**config.mk**
```make
export PLATFORM = sky130hd
export DESIGN_NAME = mdu_ctrl
export DESIGN_NICKNAME = d
export VERILOG_FILES = /design/src/rtl/mdu_ctrl.sv
export SDC_FILE = /design/constraint.sdc
export NUM_CORES = 1
export LEC_CHECK = 0
export CAP_MARGIN = 15
export CORE_UTILIZATION = 62
export DETAILED_ROUTE_END_ITERATION = 8
export HOLD_SLACK_MARGIN = 0.03
export PLACE_DENSITY_LB_ADDON = 0.1
export REMOVE_ABC_BUFFERS = 1
export SKIP_LAST_GASP = 1
export SYNTH_ARGS = -nofsm -noshare
export SYNTH_HDL_FRONTEND = slang
export SYNTH_SLANG_ARGS = --single-unit
```
**constraint.sdc**
```tcl
create_clock -name clk_i -period 14.1 [get_ports clk_i]
set_input_delay 1.41 -clock clk_i [delete_from_list [all_inputs] [get_ports clk_i]]
set_output_delay 1.41 -clock clk_i [all_outputs]
set_load 0.005 [all_outputs]
```
**src/rtl/mdu_ctrl.sv**
```systemverilog
// rtl/mdu_ctrl.sv - HI/LO multiply/divide unit with a 32-step iterative datapath.
// DIV/DIVU support is compiled in only when MDU_DIV_EN is defined.
module mdu_ctrl (
   input  logic        clk_i,
   input  logic        rst_i,
   input  logic        valid_i,
   input  logic [2:0]  op_i,
   input  logic [31:0] src0_i,
   input  logic [31:0] src1_i,
   input  logic        flush_i,
   output logic        busy_o,
   output logic        done_o,
   output logic        dz_o,
   output logic [31:0] hi_o,
   output logic [31:0] lo_o
);

   typedef enum logic [1:0] {
      IDLE = 2'd0,
      CALC = 2'd1,
      FIX  = 2'd2
   } state_t;

   localparam logic [2:0] OP_MULT  = 3'b001;
   localparam logic [2:0] OP_MULTU = 3'b010;
   localparam logic [2:0] OP_DIV   = 3'b011;
   localparam logic [2:0] OP_DIVU  = 3'b100;
   localparam logic [2:0] OP_MTHI  = 3'b101;
   localparam logic [2:0] OP_MTLO  = 3'b110;

   state_t      state;
   state_t      state_nx;
   logic [4:0]  cnt;
   logic [63:0] acc;
   logic [31:0] opnd;
   logic        neg_lo;
   logic [31:0] hi;
   logic [31:0] lo;
   logic        done;
   logic        dz;

   logic        accept;
   logic        long_op;
   logic        div_op;
   logic        sgn_op;
   logic        commit;
   logic [31:0] a_mag;
   logic [31:0] b_mag;
   logic [32:0] mul_sum;
   logic [63:0] mul_nx;
   logic [63:0] step_nx;
   logic [63:0] prod;
   logic [31:0] res_hi;
   logic [31:0] res_lo;

`ifdef MDU_DIV_EN
   logic        is_div;
   logic        neg_hi;
   logic [31:0] dividend;
   logic [32:0] div_tmp;
   logic [32:0] div_dif;
   logic        div_ge;
   logic [63:0] div_nx;
`endif

   assign busy_o = (state != IDLE);
   assign done_o = done;
   assign dz_o   = dz;
   assign hi_o   = hi;
   assign lo_o   = lo;

   always_comb begin
      accept = valid_i && (state == IDLE) && !flush_i;
      sgn_op = (op_i == OP_MULT) || (op_i == OP_DIV);
`ifdef MDU_DIV_EN
      div_op = (op_i == OP_DIV) || (op_i == OP_DIVU);
`else
      div_op = 1'b0;
`endif
      long_op = (op_i == OP_MULT) || (op_i == OP_MULTU) || div_op;
      a_mag   = (sgn_op && src0_i[31]) ? -src0_i : src0_i;
      b_mag   = (sgn_op && src1_i[31]) ? -src1_i : src1_i;
   end

   always_comb begin
      state_nx = state;
      commit   = 1'b0;
      unique case (state)
         IDLE: begin
            if (accept && long_op)
               state_nx = CALC;
         end
         CALC: begin
            if (flush_i)
               state_nx = IDLE;
            else if (cnt == 5'd31)
               state_nx = FIX;
         end
         FIX: begin
            state_nx = IDLE;
            commit   = !flush_i;
         end
         default: state_nx = IDLE;
      endcase
   end

   always_ff @(posedge clk_i or posedge rst_i) begin
      if (rst_i)
         state <= IDLE;
      else
         state <= state_nx;
   end

   // Multiply: acc = {partial, multiplier}, shifted right once per step.
   always_comb begin
      mul_sum = {1'b0, acc[63:32]} + (acc[0] ? {1'b0, opnd} : 33'd0);
      mul_nx  = {mul_sum, acc[31:1]};
`ifdef MDU_DIV_EN
      // Divide: acc = {remainder, dividend/quotient}, shifted left once per step.
      div_tmp = {acc[63:32], acc[31]};
      div_ge  = (div_tmp >= {1'b0, opnd});
      div_dif = div_tmp - {1'b0, opnd};
      div_nx  = {(div_ge ? div_dif[31:0] : div_tmp[31:0]), acc[30:0], div_ge};
      step_nx = is_div ? div_nx : mul_nx;
`else
      step_nx = mul_nx;
`endif
   end

   always_comb begin
      prod   = neg_lo ? -acc : acc;
      res_hi = prod[63:32];
      res_lo = prod[31:0];
`ifdef MDU_DIV_EN
      if (is_div) begin
         if (opnd == 32'd0) begin
            res_lo = 32'hFFFF_FFFF;
            res_hi = dividend;
         end else begin
            res_lo = neg_lo ? -acc[31:0]  : acc[31:0];
            res_hi = neg_hi ? -acc[63:32] : acc[63:32];
         end
      end
`endif
   end

   always_ff @(posedge clk_i or posedge rst_i) begin
      if (rst_i) begin
         cnt      <= 5'd0;
         acc      <= 64'd0;
         opnd     <= 32'd0;
         neg_lo   <= 1'b0;
         hi       <= 32'd0;
         lo       <= 32'd0;
         done     <= 1'b0;
         dz       <= 1'b0;
`ifdef MDU_DIV_EN
         is_div   <= 1'b0;
         neg_hi   <= 1'b0;
         dividend <= 32'd0;
`endif
      end else begin
         done <= 1'b0;
         unique case (state)
            IDLE: begin
               if (accept) begin
                  if (long_op) begin
                     cnt    <= 5'd0;
                     dz     <= 1'b0;
                     neg_lo <= sgn_op && (src0_i[31] ^ src1_i[31]);
                     if (div_op) begin
                        acc  <= {32'd0, a_mag};
                        opnd <= b_mag;
                     end else begin
                        acc  <= {32'd0, b_mag};
                        opnd <= a_mag;
                     end
`ifdef MDU_DIV_EN
                     is_div   <= div_op;
                     neg_hi   <= sgn_op && src0_i[31];
                     dividend <= src0_i;
`endif
                  end
                  if (op_i == OP_MTHI)
                     hi <= src0_i;
                  if (op_i == OP_MTLO)
                     lo <= src0_i;
               end
            end
            CALC: begin
               if (!flush_i) begin
                  acc <= step_nx;
                  cnt <= cnt + 5'd1;
               end
            end
            FIX: begin
               if (commit) begin
                  hi   <= res_hi;
                  lo   <= res_lo;
                  done <= 1'b1;
`ifdef MDU_DIV_EN
                  dz   <= is_div && (opnd == 32'd0);
`endif
               end
            end
            default: ;
         endcase
      end
   end

endmodule

```
* Word level (Yosys, flattened, before mapping)
Cells that the tools add are included.
** Operators by class
- Shifts and indexed selects :: 0
- Equal/unequal tests :: 16
- Mux-type cells :: 27
- Reduce and logical (&&, ||, !) cells :: 18
- Divide/modulo/power cells :: 0
- Bitwise logic cells :: 1
- Add/subtract/negate cells :: 5
- Multipliers :: 0
- $lt $le $gt $ge :: 0
** Operator list (number)
- two-way mux 32 bit :: 9
- two-way mux 64 bit :: 4
- one-hot mux 32 bit (2 select lines) :: 2
- one-hot mux 64 bit (2 select lines) :: 1
- negator 32 bit :: 2
- negator 64 bit :: 1
- adder 32 x 32 -> 33 bit :: 1
- two-way mux 5 bit :: 3
- AND reduction 4 bit :: 3
- one-hot mux 5 bit (2 select lines) :: 1
- != test 2 bit (second input constant) :: 4
- == test 3 x 2 -> 1 bit (second input constant) :: 2
- == test 3 bit (second input constant) :: 2
- logical AND 1 bit :: 6
- two-way mux 2 bit :: 3
- != test 2 x 1 -> 1 bit (second input constant) :: 3
- nonzero test 2 bit :: 3
- adder 5 x 1 -> 5 bit (second input constant) :: 1
- == test 5 bit (second input constant) :: 1
- one-hot mux 2 bit (2 select lines) :: 1
- == test 3 x 1 -> 1 bit (second input constant) :: 1
- two-way mux 1 bit :: 3
- != test 3 bit (second input constant) :: 1
- AND reduction 3 bit :: 1
- 7 further kinds :: 8
** Storage, ports and cells
- RAM bits :: 0
- Latch bits :: 0
- Memories :: 0
- ROM bits :: 0
- Flip-flop bits (word level) :: 169

* Logic depth before layout (Yosys ltp)
Gate-level depths: netlist of run 1.
- Depth in word-level cells :: 7
- Gate-level depth with buffers :: 12

* Least setup slack after synthesis of run 1
Ideal clock, no wire load.
- Path type :: input to register
- Start :: input src1_i[11]
- End :: register acc[24]
- Arrival time :: 3.485 ns
- Setup time :: 0.128 ns
- Buffers on the path :: 1
- Slack :: 10.487 ns
- Data required time :: 13.972 ns
- Stages :: 8
- Cell sequence :: or4_1 > or3_1 > nor4_1 > and2_1 > clkbuf_1 > a2111oi_0 > a41oi_1 > nand3_1
** Between the ends
- Cells in the longest elaborated chain, start to end :: 5
** Ends and longest elaborated chain
- start: declaration :: line 9 : input logic [31:0] src1_i,
- negator 32 bit :: line 82 : b_mag = (sgn_op && src1_i[31]) ? -src1_i : src1_i;
- two-way mux 32 bit :: line 82
- two-way mux 64 bit :: line 167 : if (long_op) begin
- two-way mux 64 bit :: line 166 : if (accept) begin
- one-hot mux 64 bit (2 select lines) :: line 164 : unique case (state)
- end signal: assignment :: line 172 : acc <= {32'd0, a_mag};
- end signal: assignment :: line 175 : acc <= {32'd0, b_mag};
- end signal: assignment :: line 192 : acc <= step_nx;
- end: declaration :: line 34 : logic [63:0] acc;
Every way passes these cells. The select of a mux whose other input is x is not followed.
A chain may end at the register's enable or synchronous reset.

* Worst setup path in the final report of run 1
- Start :: input src0_i[3]
- End :: register opnd[29]
** Between the ends
- Cells in the longest elaborated chain, start to end :: 2
** Ends and longest elaborated chain
- start: declaration :: line 8 : input logic [31:0] src0_i,
- negator 32 bit :: line 81 : a_mag = (sgn_op && src0_i[31]) ? -src0_i : src0_i;
- two-way mux 32 bit :: line 81
- end signal: assignment :: line 173 : opnd <= b_mag;
- end signal: assignment :: line 176 : opnd <= a_mag;
- end: declaration :: line 35 : logic [31:0] opnd;
Every way passes these cells.

==> results_dict.tcl, run 1 <==
set metrics [dict create \
    routed_wl_mm 33.74 \
    cpMaxStageDelayCell "or4_1" \
    ios 138 \
    synthesis.area_um2 11600 \
    multiInputGateArea_um2 6968 \
    worstSetupEndpointType "register" \
    layout_commonest_cell "nand2_1" \
    num_rows 49 \
    ys_top_cells_by_area "dfrtp_1 36%, o21ai_0 7.0%, xor2_1 6.6%" \
    syn2layout_area_growth_pct 17.48 \
    cp.required_ps 14370 \
    grt_pass1_wl_mm 54.20 \
    worst_pin_slew_ps 1134 \
    setup_viol 0 \
    setup_tns_ps 0 \
    timing.fmax_mhz 254.3 \
    ctsResizeCount 0 \
    vias 11040 \
    synth_seq_cells 169 \
    synth_top_cell_area_share_pct 36.44 \
    rsz0062_at_grt "false" \
    final.fill_count 1367 \
    drive_gt1_share_pct 5.374 \
    async_flop_share_pct 100.0 \
    slew-limit-headroom_pct 24.37 \
    cp_common_cell "or3_1" \
    start_util_pct 63.95 \
    fin_crit_sh_pct 27.89 \
    worstPathMaxFanout 5 \
    clk_pin_slew_ps 70 \
    die_w_um 138.8 \
    synth_top_area_cell "dfrtp_1" \
    regArea_um2 4230 \
    wl_per_cell_um 19.86 \
    dieArea_um2 19270 \
    synth_top_flop_cell "dfrtp_1" \
    synthDistinctLibCells 69 \
    h-tree-depth 4 \
    synth-edff-count 0 \
    post-dp-hpwl_mm 24.40 \
    worstPathArrival_ps 4200 \
    clk_path_buf_depth 2 \
    leakage_nw 5.630 \
    cts_tree "yes" \
    design_area_um2 13630 \
    post-cts-setup-buffers 0 \
    cts-root-buf "clkbuf_16" \
    drt-initial-drc-count 958 \
    fin_crit_ps 3932 \
    antenna_cells 0 \
    first_pass_iters 9 \
    fp.dieH_um 138.8 \
    crit_chain "clkdlybuf4s50_1 -> or4_1 -> nand2b_1 -> or3_1 -> or3_1 -> o41ai_1 -> xor2_1 -> o21ai_0" \
    first_global_vias 10420 \
    powerDensity_nw_per_um2 142.6 \
    slew_viol_final 0 \
    irDropWorstVdd_mv 0.08530 \
    gp_congestion 0.9632 \
    hold_path_class "register to register" \
    numClockSinks 169 \
    finClkSkew_ps 13.84 \
    grt_usage_pct 35.65 \
    critPathMaxStageDelay_ps 550 \
    viasPerCell 6.498 \
    placed_cell_area_um2 13040 \
    ys_seq_area_share_pct 36.44 \
    grt_start_max_net_pins 67 \
    critPathKind "input port to register" \
    yosysWarnings 0 \
    most-common-layout-cells "169 x nand2_1, 168 x dfrtp_1, 163 x o21ai_0" \
    violations "DRC" \
    fin_util_pct 75.12 \
    hold_viol_final 0 \
    syn_inst 1377 \
    hold_buffers 0 \
    insertion_delay_ps 430 \
    drcViolationCount 2 \
    core_um2 18150 \
    grt_overflow 0 \
    io_buffers 136 \
    numCtsBuffers 17 \
    status "finished, violations left" \
    drv_cap 0 \
    antenna_found_initial 0 \
    syn_area_per_cell_um2 8.428 \
    cp-start-kind "input port" \
    drtAntennaViolNets 0 \
    nNetsFinal 1566 \
]
==> logic make-up (layout without fill, tap and decap cells) <==
group           Yosys count  after routing  share of synthesized area [%]
simple gates            461            461                          19.74
mux                      16             16                          1.423
other cells               1              1                        0.03231
flops                   169            169                          36.44
xor+xnor                139            139                          10.49
buf+inv                 113            206                          3.752
fa+ha+maj                38             38                          4.162
compound gates          440            440                          23.96
==> registers in the layout, indices dropped and copies added, names as in the netlist <==
signal	count
opnd	32
done_o	1
hi_o	32
state	2
acc	64
cnt	5
lo_o	32
neg_lo	1
==> per-layer routing <==
layer	share of wire, %	GRT usage [%]	up-vias
met1	42	47.78	5292
met2	47	57.18	513
met4	3.7	15.44	0
met3	7.5	6.008	96
met5	0	0	-
li1	-	-	5139
==> worst max-delay path, delay by kind of cell <==
family,cells,cell delay [ps]
AND/OR/NAND/NOR,4,1690
XOR/XNOR,1,180
AO/OA/AOI/OAI,2,420
buffers and inverters,1,500
==> metrics by stage <==
step           std cells  power [W]  setup slack, ps  hold slack [ps]
3_3_place_gp        1667   0.001429             9830            453.8
6_report            1699   0.001944            10170            472.5
3_5_place_dp        1667   0.001449             9736            456.0
5_1_grt             1699   0.002047             9973            491.3
4_1_cts             1699   0.001932            10170            471.7
2_1_floorplan       1290   0.001172             8115            431.1
==> where the power goes <==
part / switching [W] / leakage, nW / internal (W)
logic: 0.000372 / 3.18 / 0.000315
clock network: 0.000206 / 0.288 / 0.000273
registers: 0.000174 / 2.16 / 0.000604
total: 0.000751 / 5.63 / 0.00119
==> synth_stat cells, drive strengths merged, types with 4 or more instances <==
master,n
mux2,4
nor2b,6
o21bai,5
o41ai,21
o31ai,29
inv,26
a22o,6
xnor2,51
a21boi,4
ha,37
nor3,25
nand3,21
nand2,170
o21ai,170
and3,12
and2,37
or2,6
a22oi,22
a21oi,93
a21o,12
nor3b,5
nor4,19
o221ai,12
or4,14
nand4,17
o21a,8
or3,15
nand2b,14
o22ai,4
buf,11
mux2i,12
a211oi,10
nor2,90
a32o,8
a31oi,12
clkbuf,76
xor2,88
dfrtp,169
nand3b,5
==> worst paths after layout <==
kind / start / to / slack (ps) / cells after the start
setup / recovery: src0_i[3] / opnd[29] / 10170 / 8
hold / removal: opnd[31] / opnd[31] / 470 / 2
setup reg to reg: acc[0] / acc[53] / 10260 / 11
hold reg to reg: opnd[31] / opnd[31] / 470 / 2
max in group asynchronous: rst_i / neg_lo / 10810 / 4
min in group asynchronous: rst_i / acc[36] / 1450 / 2
==> area by class of cell <==
cell class,instances,share of cell area (%)
clock buffers,20,3.350
clock inverters,12,1.010
inverters,26,0.7526
multi-input cells,1095,51.11
flip-flops and latches,169,31.03
well taps,229,2.102
repair buffers,148,10.65
Note: power is estimated with default switching activity, not from simulation.
==> run 2, diff against run 1 <==
--- a/config.mk
+++ b/config.mk
@@ -6,7 +6,7 @@
 export NUM_CORES = 1
 export LEC_CHECK = 0
 export CAP_MARGIN = 15
-export CORE_UTILIZATION = 62
+export CORE_UTILIZATION = 52
 export DETAILED_ROUTE_END_ITERATION = 8
 export HOLD_SLACK_MARGIN = 0.03
 export PLACE_DENSITY_LB_ADDON = 0.1
==> constraint.sdc (replaced) <==
create_clock -name clk_i -period 3.2 [get_ports clk_i]
set_input_delay 0.32 -clock clk_i [delete_from_list [all_inputs] [get_ports clk_i]]
set_output_delay 0.32 -clock clk_i [all_outputs]
set_load 0.005 [all_outputs]
==> run 2 against run 1 <==
The flow now finishes without violations. Routed wire length up 5.2%. Clock skew about the same. Hold slack worse by 99 ps. Combinational power rose to 4.7 times the previous value. Register-to-register slack worse by 10000 ps. Cell count up 6.1%. Sequential power rose to 4.3 times the previous value. Sequential cell count unchanged. Via count up 0.57%. Highest routed layer unchanged.
==> results_dict.tcl, run 2 (synthesized netlist as in run 1, its figures left out) <==
set metrics [dict create \
    gp_congestion 0.9228 \
    powerDensity_nw_per_um2 614.7 \
    r2r_start "acc[18]" \
    irDropWorstVdd_mv 0.3129 \
    drive_gt1_share_pct 8.804 \
    core_um2 21820 \
    routed_wl_mm 35.49 \
    io_buffers 136 \
    rsz0062_at_grt "true" \
    r2r-end "hi_o[21]" \
    ios 138 \
    critPathMaxStageDelay_ps 630 \
    first_pass_iters 5 \
    numClockSinks 169 \
    r2r_slack_ps 60 \
    worstSetupEndpointType "register" \
    cts-root-buf "clkbuf_16" \
    cp-endpoint "hi_o[21]" \
    fin_crit_sh_pct 98.11 \
    num_rows 54 \
    r2r_cells 7 \
    nNetsFinal 1618 \
    worst_pin_slew_ps 762.3 \
    finClkSkew_ps 13.65 \
    status "complete, no violations" \
    first_global_vias 10390 \
    drtAntennaViolNets 0 \
    grt_usage_pct 32.04 \
    grt_pass1_wl_mm 56.06 \
    cp-start-kind "register" \
    wl_met3_mm 2.222 \
    wl_per_cell_um 19.70 \
    clk_pin_slew_ps 70 \
    critPathKind "register to register" \
    slew-limit-headroom_pct 49.18 \
    clk_path_buf_depth 2 \
    h-tree-depth 4 \
    layout_commonest_cell "nand2_1" \
    regArea_um2 4232 \
    multiInputGateArea_um2 6985 \
    drcViolationCount 0 \
    die_w_um 151.4 \
    setup_viol 0 \
    crit_chain "or4_4 -> or4_4 -> nor4_4 -> nand2_2 -> o41ai_2 -> xor2_1 -> a211oi_1" \
    top_register "acc" \
    crit_start "acc[18]" \
    worstPathMaxFanout 9 \
    slew_viol_final 0 \
    grt_start_max_net_pins 73 \
    drv_cap 0 \
    cp.required_ps 3530 \
    insertion_delay_ps 440 \
    vias 11100 \
    grt_overflow 0 \
    final.fill_count 1908 \
    antenna_cells 0 \
    fp.dieH_um 151.4 \
    stdcell_count 1802 \
    most-common-layout-cells "169 x nand2_1, 167 x dfrtp_1, 163 x o21ai_0" \
    fin_util_pct 64.81 \
    numCtsBuffers 17 \
    syn2layout_area_growth_pct 21.89 \
    whs_ps 373.5 \
    antenna_found_initial 0 \
    viasPerCell 6.161 \
    wirelength_met1_mm 16.00 \
    place_inst 1770 \
    cts_tree "yes" \
    post-dp-hpwl_mm 27.06 \
    worstPathArrival_ps 3470 \
    total_power_w 0.008695 \
    dr.max_layer_used "met4" \
    fin_crit_ps 3140 \
    cp_common_cell "or4_4" \
    hold_path_class "input port to asynchronous set/reset pin" \
    drt-initial-drc-count 778 \
    leakage_nw 5.896 \
    timing.fmax_mhz 318.5 \
    met2_length_mm 16.57 \
    cpMaxStageDelayCell "or4_4" \
    largest_reg_flops 64 \
    post-cts-setup-buffers 0 \
    dieArea_um2 22920 \
    hold_viol_final 0 \
    start_util_pct 53.18 \
]
-- run 2: worst min path at each step --
stage,from,end,slack (ps)
4_1_cts,rst_i,acc[40],420
2_1_floorplan,opnd[31],opnd[31],430
5_1_grt,rst_i,acc[39],470
3_3_place_gp,opnd[26],opnd[26],450
3_5_place_dp,opnd[31],opnd[31],460
6_report,rst_i,acc[37],370
-- run 2: through the flow --
| stage | setup TNS (ps) | setup WS [ps] | instance area, um^2 |
|---|---|---|---|
| final | 0 | 60.41 | 14140 |
| after global routing | -84.90 | -37.37 | 14140 |
| after CTS | 0 | 35.75 | 14130 |
| after detailed placement | 0 | 76.93 | 13540 |
| after global placement | 0 | 92.75 | 13540 |
| after floorplan | -293790 | -1695 | 11270 |
-- run 2: repair_timing --
action	CTS	global route
endpoints found under the hold margin	0	0
resized for setup	0	4
endpoints found under the setup margin	0	15
hold buffers	0	0
-- run 2: worst max-delay path: cells and delay by family, from the launching register on --
family	cells	cell delay (ps)
AO/OA/AOI/OAI	2	610
XOR/XNOR	1	130
flip-flops	1	430
AND/OR/NAND/NOR	4	1880
-- run 2: final cells by class --
class | count | share of cell area [%]
repair buffers | 200 | 13.37
clock buffers | 18 | 3.034
inverters | 26 | 0.7253
well taps | 280 | 2.477
multi-input cells | 1095 | 49.39
flip-flops and latches | 169 | 29.92
clock inverters | 14 | 1.088
-- run 2: per-layer routing --
layer,vias to the layer above,GRT usage [%]
li1,5247,-
met1,5403,45.50
met2,406,51.14
met3,47,3.765
met4,0,9.300
met5,-,0
-- run 2: power breakdown --
group	total [W]	switching, W	internal (W)
registers	0.00336	0.000694	0.00266
logic	0.00326	0.00176	0.00149
clock network	0.00208	0.000971	0.00111
